--- config.mk ---
export PLATFORM = sky130hd
export DESIGN_NAME = sync_fifo_rd_stream
export DESIGN_NICKNAME = d
export VERILOG_FILES = /design/src/rtl/sync_fifo_rd_stream.sv
export SDC_FILE = /design/constraint.sdc
export NUM_CORES = 1
export LEC_CHECK = 0
export BUFFER_PORTS_ARGS = -buffer_cell sky130_fd_sc_hd__buf_2
export CAP_MARGIN = 20
export CELL_PAD_IN_SITES_DETAIL_PLACEMENT = 1
export CELL_PAD_IN_SITES_GLOBAL_PLACEMENT = 2
export CORE_MARGIN = 2
export CORE_UTILIZATION = 33
export DETAILED_ROUTE_END_ITERATION = 7
export PLACE_DENSITY_LB_ADDON = 0.1
export SYNTH_ARGS = -nofsm -noshare
export SYNTH_HDL_FRONTEND = slang
export SYNTH_SLANG_ARGS = --single-unit
--- constraint.sdc ---
create_clock -name clk -period 5.2 [get_ports clk]
set_input_delay 1.04 -clock clk [delete_from_list [all_inputs] [get_ports clk]]
set_output_delay 1.04 -clock clk [all_outputs]
set_load 0.05 [all_outputs]
--- src/rtl/sync_fifo_rd_stream.sv ---
// Read-side streamer for a synchronous FIFO: issues reads and holds up to two words in a
// skid buffer. Delivers them over a valid/ready handshake and supports a flush that drains the FIFO.
module sync_fifo_rd_stream #(
  parameter int unsigned FIFO_WIDTH = 8,
  parameter int unsigned CNT_WIDTH  = 16
) (
  input  logic                  clk,
  input  logic                  rst,
  input  logic                  enable,
  input  logic                  flush,
  input  logic                  fifo_empty,
  input  logic [FIFO_WIDTH-1:0] fifo_rddata,
  output logic                  fifo_rden,
  output logic                  m_valid,
  output logic [FIFO_WIDTH-1:0] m_data,
  input  logic                  m_ready,
  output logic                  flush_busy,
  output logic [CNT_WIDTH-1:0]  xfer_count
);

  typedef enum logic [1:0] {StIdle, StStream, StFlush} state_e;

  state_e                r_state, w_state_next;
  logic [FIFO_WIDTH-1:0] r_buf0, r_buf1, w_buf0_next, w_buf1_next;
  logic [1:0]            r_count, w_count_next, w_cnt_popped;
  logic                  r_inflight;
  logic [CNT_WIDTH-1:0]  r_xfer;
  logic                  w_pop;
  logic [2:0]            w_occ;

  assign m_valid    = (r_count != 2'd0) && (r_state != StFlush);
  assign m_data     = r_buf0;
  assign flush_busy = (r_state == StFlush);
  assign xfer_count = r_xfer;
  assign w_pop      = m_valid & m_ready;

  // Occupancy after this cycle's pop, counting the word still on its way from the FIFO.
  assign w_occ = {1'b0, r_count} + {2'b00, r_inflight} - {2'b00, w_pop};

  always_comb begin
    fifo_rden = 1'b0;
    case (r_state)
      StStream: fifo_rden = enable && !fifo_empty && (w_occ < 3'd2);
      StFlush:  fifo_rden = !fifo_empty;
      default:  fifo_rden = 1'b0;
    endcase
  end

  always_comb begin
    w_state_next = r_state;
    if (flush) begin
      w_state_next = StFlush;
    end else begin
      case (r_state)
        StIdle: begin
          if (enable) w_state_next = StStream;
        end
        StStream: begin
          if (!enable && (r_count == 2'd0) && !r_inflight) w_state_next = StIdle;
        end
        StFlush: begin
          if (fifo_empty && !r_inflight) w_state_next = StIdle;
        end
        default: w_state_next = StIdle;
      endcase
    end
  end

  // Two-entry shift buffer: entry 0 is always the oldest word.
  always_comb begin
    w_buf0_next  = r_buf0;
    w_buf1_next  = r_buf1;
    w_cnt_popped = r_count - {1'b0, w_pop};
    w_count_next = w_cnt_popped;
    if (w_pop) w_buf0_next = r_buf1;
    if (flush || (r_state == StFlush)) begin
      // Anything buffered or arriving now belongs to the discarded stream.
      w_count_next = 2'd0;
    end else if (r_inflight) begin
      if (w_cnt_popped == 2'd0) begin
        w_buf0_next = fifo_rddata;
      end else begin
        w_buf1_next = fifo_rddata;
      end
      w_count_next = w_cnt_popped + 2'd1;
    end
  end

  always_ff @(posedge clk) begin
    if (rst) begin
      r_state    <= StIdle;
      r_buf0     <= '0;
      r_buf1     <= '0;
      r_count    <= 2'd0;
      r_inflight <= 1'b0;
      r_xfer     <= '0;
    end else begin
      r_state    <= w_state_next;
      r_buf0     <= w_buf0_next;
      r_buf1     <= w_buf1_next;
      r_count    <= w_count_next;
      r_inflight <= fifo_rden;
      if (w_pop) r_xfer <= r_xfer + 1'b1;
    end
  end

  a_no_read_when_empty: assert property (@(posedge clk) disable iff (rst)
    !(fifo_rden && fifo_empty));
  a_count_bounded: assert property (@(posedge clk) disable iff (rst) r_count <= 2'd2);
  a_hold_under_backpressure: assert property (@(posedge clk) disable iff (rst)
    (m_valid && !m_ready && !flush) |=> (m_valid && $stable(m_data)));

endmodule

* Yosys cells after proc, flatten, opt, wreduce, memory -nomap -nowiden
Cells that the tools add are included.
** Cells by class
- Add/subtract/negate cells :: 5
- Magnitude comparators :: 1
- Eq/ne operators :: 9
- Multiplexer cells :: 11
- Bitwise operators :: 3
- Reduce and logical (&&, ||, !) cells :: 19
** Operator list (number)
- 2-to-1 mux 8 bit :: 4
- adder 16 x 1 -> 16 bit (second input constant) :: 1
- 2-to-1 mux 2 bit :: 5
- AND reduction 3 bit :: 3
- logical AND 1 bit :: 6
- logical NOT 2 bit :: 3
- != test 2 bit (second input constant) :: 3
- != test 3 bit (second input constant) :: 2
- one-hot mux 2 bit (3 select lines) :: 1
- OR reduction 2 bit :: 2
- adder 2 x 1 -> 3 bit :: 1
- logical NOT 1 bit :: 3
- less-than comparator 3 x 2 -> 1 bit (second input constant) :: 1
- != test 3 x 2 -> 1 bit (second input constant) :: 1
- subtractor 3 x 1 -> 3 bit :: 1
- adder 2 x 1 -> 2 bit (second input constant) :: 1
- equality test 2 x 1 -> 1 bit (second input constant) :: 1
- equality test 2 bit (second input constant) :: 1
- != test 2 x 1 -> 1 bit (second input constant) :: 1
- NOT 1 bit :: 2
- one-hot mux 1 bit (2 select lines) :: 1
- nonzero test 2 bit :: 1
- subtractor 2 x 1 -> 2 bit :: 1
- AND 1 bit :: 1
- logical OR 1 bit :: 1
** Storage, ports and cells
- Bits in registers :: 37
- Output and inout port bits :: 27
- Logic and storage cells :: 55

* Longest topological paths before layout
Gate-level depths: netlist (run 1).
- Depth in word-level cells :: 8
- Mapped depth :: 14
- Mapped depth without buffers :: 11

* Least setup slack after synthesis (run 1)
OpenSTA, ideal clock, no wires.
- Path kind :: reg2out
- Start point :: register r_state[0]
- End point :: output port fifo_rden
- Data arrival time :: 3.687 ns
- Required time :: 4.160 ns
- Path slack :: 0.473 ns
- Stages on the path, launching flop included :: 13
- Buffers on the path :: 2
- Cell sequence :: dfxtp_1 inv_1 ha_1 o21ba_4 buf_6 nand2_1 buf_2 xnor2_1 nand2_1 fa_1 xnor2_1 a41oi_1 nor3b_1
** On the way
- Elaborated cells on any way between the ends :: 9
- Classes of those cells :: add/sub: 1; order compare: 1; eq/ne: 3; mux: 1; bitwise: 1; reduce/logical: 2
** RTL lines
- start, declared :: RTL line 23 : state_e r_state, w_state_next;
- start signal, assigned :: RTL line 91 : r_state <= StIdle;
- start signal, assigned :: RTL line 98 : r_state <= w_state_next;
- equality test 2 bit
- via flush_busy :: RTL line 17 : output logic flush_busy,
- one-hot mux 1 bit (2 select lines) :: RTL line 42 : case (r_state)
- end, declared :: RTL line 13 : output logic fifo_rden,
The timed path passes the listed nets, and every way through them passes these cells.

* Worst setup path in the final report (run 1)
- Start point :: register r_state[0]
- End point :: output port fifo_rden
** On the way
- Cells in the longest elaborated chain, start to end :: 7
- Elaborated cells on any way between the ends :: 9
- Classes of those cells :: add/sub: 1; order compare: 1; eq/ne: 3; mux: 1; bitwise: 1; reduce/logical: 2
** RTL lines
- != test 2 bit :: RTL line 31 : assign m_valid = (r_count != 2'd0) && (r_state != StFlush);
- logical AND 1 bit :: RTL line 31
- AND 1 bit :: RTL line 35 : assign w_pop = m_valid & m_ready;
- subtractor 3 x 1 -> 3 bit :: RTL line 38 : assign w_occ = {1'b0, r_count} + {2'b00, r_inflight} - {2'b00, w_pop};
- less-than comparator 3 x 2 -> 1 bit :: RTL line 43 : StStream: fifo_rden = enable && !fifo_empty && (w_occ < 3'd2);
- logical AND 1 bit :: RTL line 43
- one-hot mux 1 bit (2 select lines) * :: RTL line 42
Every way passes the cells marked *; elsewhere a longest branch is shown, timed or not.

==> impl_metrics.yaml, run 1 <==
setup_path:
  cp-start-kind: "register"
  slowest_stage: "o21ba_4"
  cp_max_fo: 19
  end_kind: "output pin"
  cp.required_ns: 4.16
  crit_chain: "inv_1 -> ha_1 -> o21ba_4 -> nand2_1 -> xnor2_1 -> nand2_1 -> fa_1 -> xnor2_1 -> a41oi_1 -> nor3b_1 -> buf_2"
  critical_path_class: "register to output pin"
  cp.arrival_ns: 3.38
  max_stage_delay_ns: 0.42
timing:
  fmax_mhz: 226.1
  setup_viol: 0
  worstMarginPinSlew_ns: 0.8166
  period_share_pct: 85.07
  worst_slew_margin_rel_pct: 45.41
  whs_ns: 0.4616
  report.final.hold_viol_count: 0
  setup_tns_ns: 0
  period_needed_ns: 4.424
  rsz0062_at_grt: "false"
  fin_worst_skew_ns: 0.007579
  slew_viol_final: 0
logic_synthesis:
  synth_edf_count: 0
  syn-cell-area_sq_um: 1749
  synth-seq-cells: 37
  synth.net_count: 227
  yosysWarnings: 0
  synth.yosys.seq_area_share_pct: 42.35
  synthDistinctLibCells: 33
  ys.flop_type: "dfxtp_1"
  synth_cells: 206
  syn_area_per_cell_sq_um: 8.491
  ys_async_sr_fraction_pct: 0
routing:
  wirelength_um: 4392
  drtAntennaViolNets: 0
  drt_first_pass_iters: 4
  routed_via_density: 5.067
  vias: 1586
  wl_met2_um: 2189
  drt-met1-wl_um: 2004
  met3_length_um: 168
  drt_first_iter_violations: 61
  drcViolationCount: 0
  post_drt_wl_per_cell_um: 14.03
  highest_layer: "met4"
floorplan:
  start_util_pct: 34.25
  ios: 41
  design.core.area_sq_um: 5107
  die_w_um: 76.81
  rows: 26
  die_y_um: 76.81
  design.die.area_sq_um: 5899
cts:
  worstSkewPairLatency_ns: 0.29
  cts_tree: "done"
  cts_buffer_depth: 2
  cts_max_level: 2
  cts_hold_buf: 0
  cts_resized: 0
  cts_root_buf: "clkbuf_8"
  numCtsBuffers: 5
  cts_setup_buffers: 0
  clk_pin_slew_ns: 0.08
  clock-sinks: 37
outcome:
  outcome: "complete, no violations"
placed_design:
  dp_hpwl_um: 3051
  portBuffers: 40
  gp_congestion: 0.7157
global_routing:
  grt_overflow_total: 0
  grt_max_degree: 38
  grt_pass1_wl_um: 7741
  grt_pass1_vias: 1595
  grt_usage_pct: 16.21
  antenna_found_initial: 0
layout:
  seq_area_sq_um: 740.7
  nNetsFinal: 263
  drive_above_1_share_pct: 21.40
  n_antenna_cell: 0
  area_delta_synth_final_pct: 18.88
  multi_input_area_sq_um: 928.4
  fillers: 632
power_and_ir_drop:
  cellPowerDensity_nw_per_um2: 257.1
  vdd_drop_max_uv: 110.1
  leakage_uw: 0.0008031
run:
  drv_cap: 0
worst_hold_path:
  hold_path.class: "register to register"
-- cells in the final DEF, fill, tap and decap left out, types with 2 or more instances in the layout --
cell type	instances
a21oi_1	19
a311oi_1	8
and3_1	2
and4_1	2
buf_2	40
clkbuf_8	6
dfxtp_1	37
ha_1	6
inv_1	7
nand2_1	29
nand3_1	14
nand4_1	6
nor2_1	20
nor2b_1	3
nor4_1	2
o21ai_0	6
o31ai_1	4
or3_1	3
or4_1	4
xnor2_1	3
xor2_1	9
-- sequential cells by signal, indices dropped and copies added (netlist names) --
name        count
m_data          8
r_buf1          8
r_count         2
r_inflight      1
r_state         2
xfer_count     16
-- power breakdown --
group,switching [uW],internal [uW],leakage [uW],total (uW)
Combinational,22.7,10.2,0.000454,32.9
Sequential,1.59,285,0.000298,286
Clock,108,108,0.0000512,215
-- through the flow --
| step | std cells | util, % | instance area [sq um] | setup slack (ns) | total power [uW] |
|---|---|---|---|---|---|
| floorplan | 206 | - | 1749 | 0.4732 | 313.7 |
| global route | 313 | 40.72 | 2079 | 0.4417 | 563.8 |
| finish | 313 | 40.72 | 2079 | 0.7763 | 534.7 |
| global placement | 305 | 38.83 | 1983 | 0.9215 | 325.1 |
| CTS | 313 | 40.72 | 2079 | 0.7174 | 542.7 |
| detailed placement | 305 | 38.83 | 1983 | 0.8411 | 326.4 |
-- synthesized netlist by cell type (4+ instances only) --
cell	number	area, sq um
xor2_1	9	78.83
clkbuf_1	6	22.52
or4_1	4	30.03
o31ai_1	4	30.03
dfxtp_1	37	740.7
nand4_1	6	37.54
nor2_1	20	75.07
o21ai_0	6	30.03
nand2_1	29	108.9
a311oi_1	8	70.07
buf_2	4	20.02
nand3_1	14	70.07
ha_1	6	75.07
inv_1	7	26.28
a21oi_1	19	95.09
-- layout make-up --
type                            instances  area share (%)
Clock buffer                            6           3.971
Clock inverter                          2          0.6619
Inverter                                7           1.264
Multi-Input combinational cell        151           44.65
Sequential cell                        37           35.62
Tap cell                               70           4.212
Timing Repair Buffer                   40           9.627
-- path summary, 6_finish.rpt --
path	from	to	slack [ns]	cells past startpoint
min	r_buf1[5]$_SDFFE_PP0P_	r_buf1[5]$_SDFFE_PP0P_	0.46	2
max reg2reg	r_state[0]$_SDFFE_PP0P_	r_buf1[2]$_SDFFE_PP0P_	1.96	10
max	r_state[0]$_SDFFE_PP0P_	fifo_rden	0.78	11
min reg2reg	r_buf1[5]$_SDFFE_PP0P_	r_buf1[5]$_SDFFE_PP0P_	0.46	2
-- critical path: cells and delay by family (launching register included) --
kind	cells	cell delay, ns
flip-flops	1	0.35
adder cells (fa/ha/maj)	2	0.70
buffers and inverters	2	0.38
XOR/XNOR	2	0.42
AO/OA/AOI/OAI	2	0.55
AND/OR/NAND/NOR	3	0.69
-- cells by family after synthesis --
family / count (synthesis) / share of synthesized area (%)
compound gates: 41 / 15.24
xor+xnor: 12 / 6.009
buf+inv: 18 / 4.578
flops: 37 / 42.35
fa+ha+maj: 7 / 5.436
simple gates: 91 / 26.40
-- metal layers --
layer | track usage, % | vias up
li1 | - | 800
met1 | 19.99 | 759
met2 | 27.11 | 25
met3 | 4.000 | 2
met4 | 6.364 | 0
met5 | 0 | -
No activity file was read; power rests on OpenSTA's default activity.
==> run 2, diff against run 1 <==
--- a/config.mk
+++ b/config.mk
@@ -5,7 +5,7 @@
 export SDC_FILE = /design/constraint.sdc
 export NUM_CORES = 1
 export LEC_CHECK = 0
-export BUFFER_PORTS_ARGS = -buffer_cell sky130_fd_sc_hd__buf_2
+export BUFFER_PORTS_ARGS = -buffer_cell sky130_fd_sc_hd__buf_4
 export CAP_MARGIN = 20
 export CELL_PAD_IN_SITES_DETAIL_PLACEMENT = 1
 export CELL_PAD_IN_SITES_GLOBAL_PLACEMENT = 2
==> run 2 against run 1 <==
  * Clock skew shrank 0.0038 ns
  * Register-to-register slack is essentially flat
  * First-iteration DRC count grew 16%
  * Final area grew 4.3%
  * Final cell count shrank 0.32%
  * Critical path type unchanged
  * Critical endpoint unchanged
  * Setup slack lost 0.022 ns
  * Routed wire length is the same
  * Core utilization grew 1.8 points
  * Total power shrank 2.0%
==> impl_metrics.yaml, run 2 (synthesis results as in run 1) <==
placed_design:
  gp_congestion: 0.7125
  portBuffers: 40
  pre_cts_slack_ns: 1.029
  dp_hpwl_um: 3065
floorplan:
  rows: 26
  start_util_pct: 34.25
  die_y_um: 76.81
  die_w_um: 76.81
  ios: 41
  design.die.area_sq_um: 5899
  design.core.area_sq_um: 5107
cts:
  clk_pin_slew_ns: 0.07
  cts_hold_buf: 0
  cts_root_buf: "clkbuf_8"
  cts_buffer_depth: 2
  clock-sinks: 37
  cts_max_level: 2
  cts_resized: 0
  cts_tree: "done"
  worstSkewPairLatency_ns: 0.28
  numCtsBuffers: 5
  cts_setup_buffers: 0
power_and_ir_drop:
  cellPowerDensity_nw_per_um2: 241.5
  vdd_drop_max_uv: 113.7
  leakage_uw: 0.0008045
routing:
  drcViolationCount: 0
  drt_first_iter_violations: 71
  wirelength_um: 4392
  drtAntennaViolNets: 0
  routed_via_density: 5.109
  post_drt_wl_per_cell_um: 14.08
  vias: 1594
  drt_first_pass_iters: 4
global_routing:
  antenna_found_initial: 0
  grt_usage_pct: 15.93
  grt_pass1_wl_um: 7714
  grt_max_degree: 38
  grt_overflow_total: 0
  grt_pass1_vias: 1629
worst_hold_path:
  hold_path.class: "register to register"
timing:
  fin_worst_skew_ns: 0.003762
  worst_slew_margin_rel_pct: 46.49
  worstMarginPinSlew_ns: 0.8006
  slew_viol_final: 0
  setup_viol: 0
  period_needed_ns: 4.446
  whs_ns: 0.4639
  period_share_pct: 85.50
  fmax_mhz: 224.9
  setup_tns_ns: 0
  rsz0062_at_grt: "false"
  final.setup.worst_slack_ns: 0.7542
  report.final.hold_viol_count: 0
setup_path:
  cp.required_ns: 4.16
  cp_max_fo: 19
  rrSetupSlack_ns: 1.96
  end_kind: "output pin"
  cp.arrival_ns: 3.41
  cp-start-kind: "register"
  critical_path_class: "register to output pin"
layout:
  largest_reg_flops: 16
  area_delta_synth_final_pct: 24.03
  n_antenna_cell: 0
  nNetsFinal: 263
  final_cell_mix: "buf_4, dfxtp_1, nand2_1, nor2_1, a21oi_1"
  final_common_cell: "buf_4"
  drive_above_1_share_pct: 20.66
outcome:
  outcome: "complete, no violations"
run:
  drv_cap: 0
run 2: routing by layer:
| metal | wire (um) | global-route usage [%] | vias up |
|---|---|---|---|
| met5 | 0 | 0 | - |
| met1 | 1969 | 19.46 | 758 |
| met3 | 175 | 4.471 | 4 |
| met2 | 2217 | 27.37 | 30 |
| li1 | - | - | 802 |
| met4 | 29 | 4.364 | 0 |
run 2: worst paths after layout:
check | from | to | cells after the start
min | r_buf1[7]$_SDFFE_PP0P_ | r_buf1[7]$_SDFFE_PP0P_ | 2
min reg2reg | r_buf1[7]$_SDFFE_PP0P_ | r_buf1[7]$_SDFFE_PP0P_ | 2
max reg2reg | r_state[0]$_SDFFE_PP0P_ | r_buf1[2]$_SDFFE_PP0P_ | 10
max | r_state[0]$_SDFFE_PP0P_ | fifo_rden | 11
run 2: metrics by stage:
step	std cells	cell area, sq um	power (uW)	util [%]
after floorplan	206	1749	313.7	-
after global routing	312	2170	554.5	42.48
final	312	2170	524.1	42.48
after CTS	312	2170	535.6	42.48
after global placement	305	2083	328.8	40.79
after detailed placement	305	2083	330.1	40.79
run 2: layout make-up:
type	instances	area, sq um
timing repair buffer	40	300.3
sequential	37	740.7
fill	636	2938
clock buffer	7	86.33
tap	70	87.58
multi-input combinational	151	928.4
inverter	7	26.28
run 2: critical path, cell delays in order (launching register included):
cell and delay [ns]:
dfxtp_1 0.34, inv_1 0.08, ha_1 0.30, o21ba_4 0.43, nand2_1 0.39, xnor2_1 0.31
nand2_1 0.10, fa_1 0.38, xnor2_1 0.15, a41oi_1 0.13, nor3b_1 0.26, buf_4 0.25
run 2: report_power, final:
part | internal (uW) | leakage, uW | switching (uW)
Clock | 105 | 0.0000443 | 95.3
Combinational | 14.0 | 0.000462 | 23.0
Sequential | 285 | 0.000298 | 1.60
Total | 404 | 0.000804 | 120
==> run 3, diff against run 2 <==
--- a/config.mk
+++ b/config.mk
@@ -9,7 +9,6 @@
 export CAP_MARGIN = 20
 export CELL_PAD_IN_SITES_DETAIL_PLACEMENT = 1
 export CELL_PAD_IN_SITES_GLOBAL_PLACEMENT = 2
-export CORE_MARGIN = 2
 export CORE_UTILIZATION = 33
 export DETAILED_ROUTE_END_ITERATION = 7
 export PLACE_DENSITY_LB_ADDON = 0.1
==> run 3 against run 2 <==
  * Sequential power about the same
  * Fmax grew 0.74%
  * Final cell count is the same
  * First-iteration DRC count up 24%
  * Count of clock-buffer cells in the layout is the same
  * Non-clock buffer count unchanged
  * Flip-flop and latch count is the same
  * Via count grew 0.31%
  * Critical path depth stayed put
  * Die area down 5.1%
==> impl_metrics.yaml, run 3 (synthesis results as in run 1) <==
global_routing:
  met3_usage_pct: 4.150
  grt_pass1_wl_um: 7376
  grt_use_met2_pct: 30.83
  grt_usage_pct: 17.55
  busiest_layer: "met2"
  grtUsageMet1_pct: 20.68
  grt_max_degree: 38
  grt_overflow_total: 0
  grt_pass1_vias: 1593
  antenna_found_initial: 0
routing:
  post_drt_wl_per_cell_um: 14.64
  drt_first_pass_iters: 4
  drt_first_iter_violations: 88
  routed_via_density: 5.125
  wirelength_um: 4567
  vias: 1599
  drcViolationCount: 0
  drtAntennaViolNets: 0
placed_design:
  portBuffers: 40
  placed_cells_incl_taps: 305
  dp_hpwl_um: 3130
  gp_congestion: 0.7440
layout:
  area_delta_synth_final_pct: 24.03
  final_common_cell: "buf_4"
  nNetsFinal: 263
  n_antenna_cell: 0
  largest_reg_flops: 16
  drive_above_1_share_pct: 20.66
  fin_cells: 312
  final_cell_mix: "buf_4, dfxtp_1, nand2_1, nor2_1, a21oi_1"
timing:
  setup_tns_ns: 0
  period_needed_ns: 4.413
  worstMarginPinSlew_ns: 0.8748
  setup_viol: 0
  report.final.hold_viol_count: 0
  slew_viol_final: 0
  fin_worst_skew_ns: 0.004498
  fmax_mhz: 226.6
  rsz0062_at_grt: "false"
  period_share_pct: 84.87
  worst_slew_margin_rel_pct: 41.53
floorplan:
  die_y_um: 74.81
  ios: 41
  start_util_pct: 34.25
  rows: 26
  design.die.area_sq_um: 5596
  design.core.area_sq_um: 5107
  die_w_um: 74.81
cts:
  cts_hold_buf: 0
  cts_setup_buffers: 0
  clock-sinks: 37
  worstSkewPairLatency_ns: 0.28
  numCtsBuffers: 5
  cts_buffer_depth: 2
  cts_resized: 0
  cts_max_level: 2
  cts_tree: "done"
  cts_root_buf: "clkbuf_8"
  clk_pin_slew_ns: 0.07
setup_path:
  max_stage_delay_ns: 0.44
  critical_path_class: "register to output pin"
  cp-start-kind: "register"
  crit_chain: "inv_1 -> ha_1 -> o21ba_4 -> nand2_1 -> xnor2_1 -> nand2_1 -> fa_1 -> xnor2_1 -> a41oi_1 -> nor3b_1 -> buf_4"
  cp.required_ns: 4.16
  end_kind: "output pin"
  cp_max_fo: 19
  cp.arrival_ns: 3.37
  slowest_stage: "o21ba_4"
worst_hold_path:
  hold_path.class: "register to register"
power_and_ir_drop:
  vdd_drop_max_uv: 123.6
  leakage_uw: 0.0008045
  cellPowerDensity_nw_per_um2: 243.9
outcome:
  outcome: "complete, no violations"
run:
  drv_cap: 0
==> run 3: cell counts in the layout (fill, tap and decap cells not counted) <==
Identical to the previous run, type by type.
==> run 3: final cells by class <==
class                      count  area [sq um]
inverter                       7         26.28
clock buffer                   7         86.33
timing repair buffer          40         300.3
sequential                    37         740.7
tap                           70         87.58
multi-input combinational    151         928.4
fill                         637          2938
==> run 3: power by group <==
part,switching (uW),internal (uW)
combinational,23.0,14.0
sequential,1.55,285
clock,100,105
==> run 3: critical path: cells and delay by family (launching register included) <==
family,cells,cell delay [ns]
AOI/OAI and AO/OA,2,0.57
xor gates and xnor gates,2,0.43
and+or+nand+nor,3,0.74
DFF,1,0.34
adders and majority gates,2,0.70
buffers and inverters,2,0.32
==> run 3: worst paths after layout <==
kind,from,endpoint,slack [ns],depth (start not counted)
setup / recovery,r_state[0]$_SDFFE_PP0P_,fifo_rden,0.79,11
hold / removal,r_buf1[4]$_SDFFE_PP0P_,r_buf1[4]$_SDFFE_PP0P_,0.46,2
setup reg to reg,r_state[0]$_SDFFE_PP0P_,r_buf1[1]$_SDFFE_PP0P_,1.86,10
hold reg to reg,r_buf1[4]$_SDFFE_PP0P_,r_buf1[4]$_SDFFE_PP0P_,0.46,2
==> run 3: routing by layer <==
layer / wire (um) / part of all wire (%)
met1: 2041 / 45
met4: 18 / 0.39
met3: 158 / 3.5
met2: 2349 / 51
met5: 0 / 0
==> run 3: per-stage QoR <==
step           cell area [sq um]  util (%)  setup slack (ns)  power, uW  hold WS, ns
4_1_cts                     2170     42.48            0.7116      536.2       0.4636
6_report                    2170     42.48            0.7867      529.2       0.4604
3_5_place_dp                2083     40.79             1.048      330.4       0.4516
2_1_floorplan               1749         -            0.4732      313.7       0.4366
5_1_grt                     2170     42.48            0.4849      552.7       0.4821
3_3_place_gp                2083     40.79             1.127      329.0       0.4440
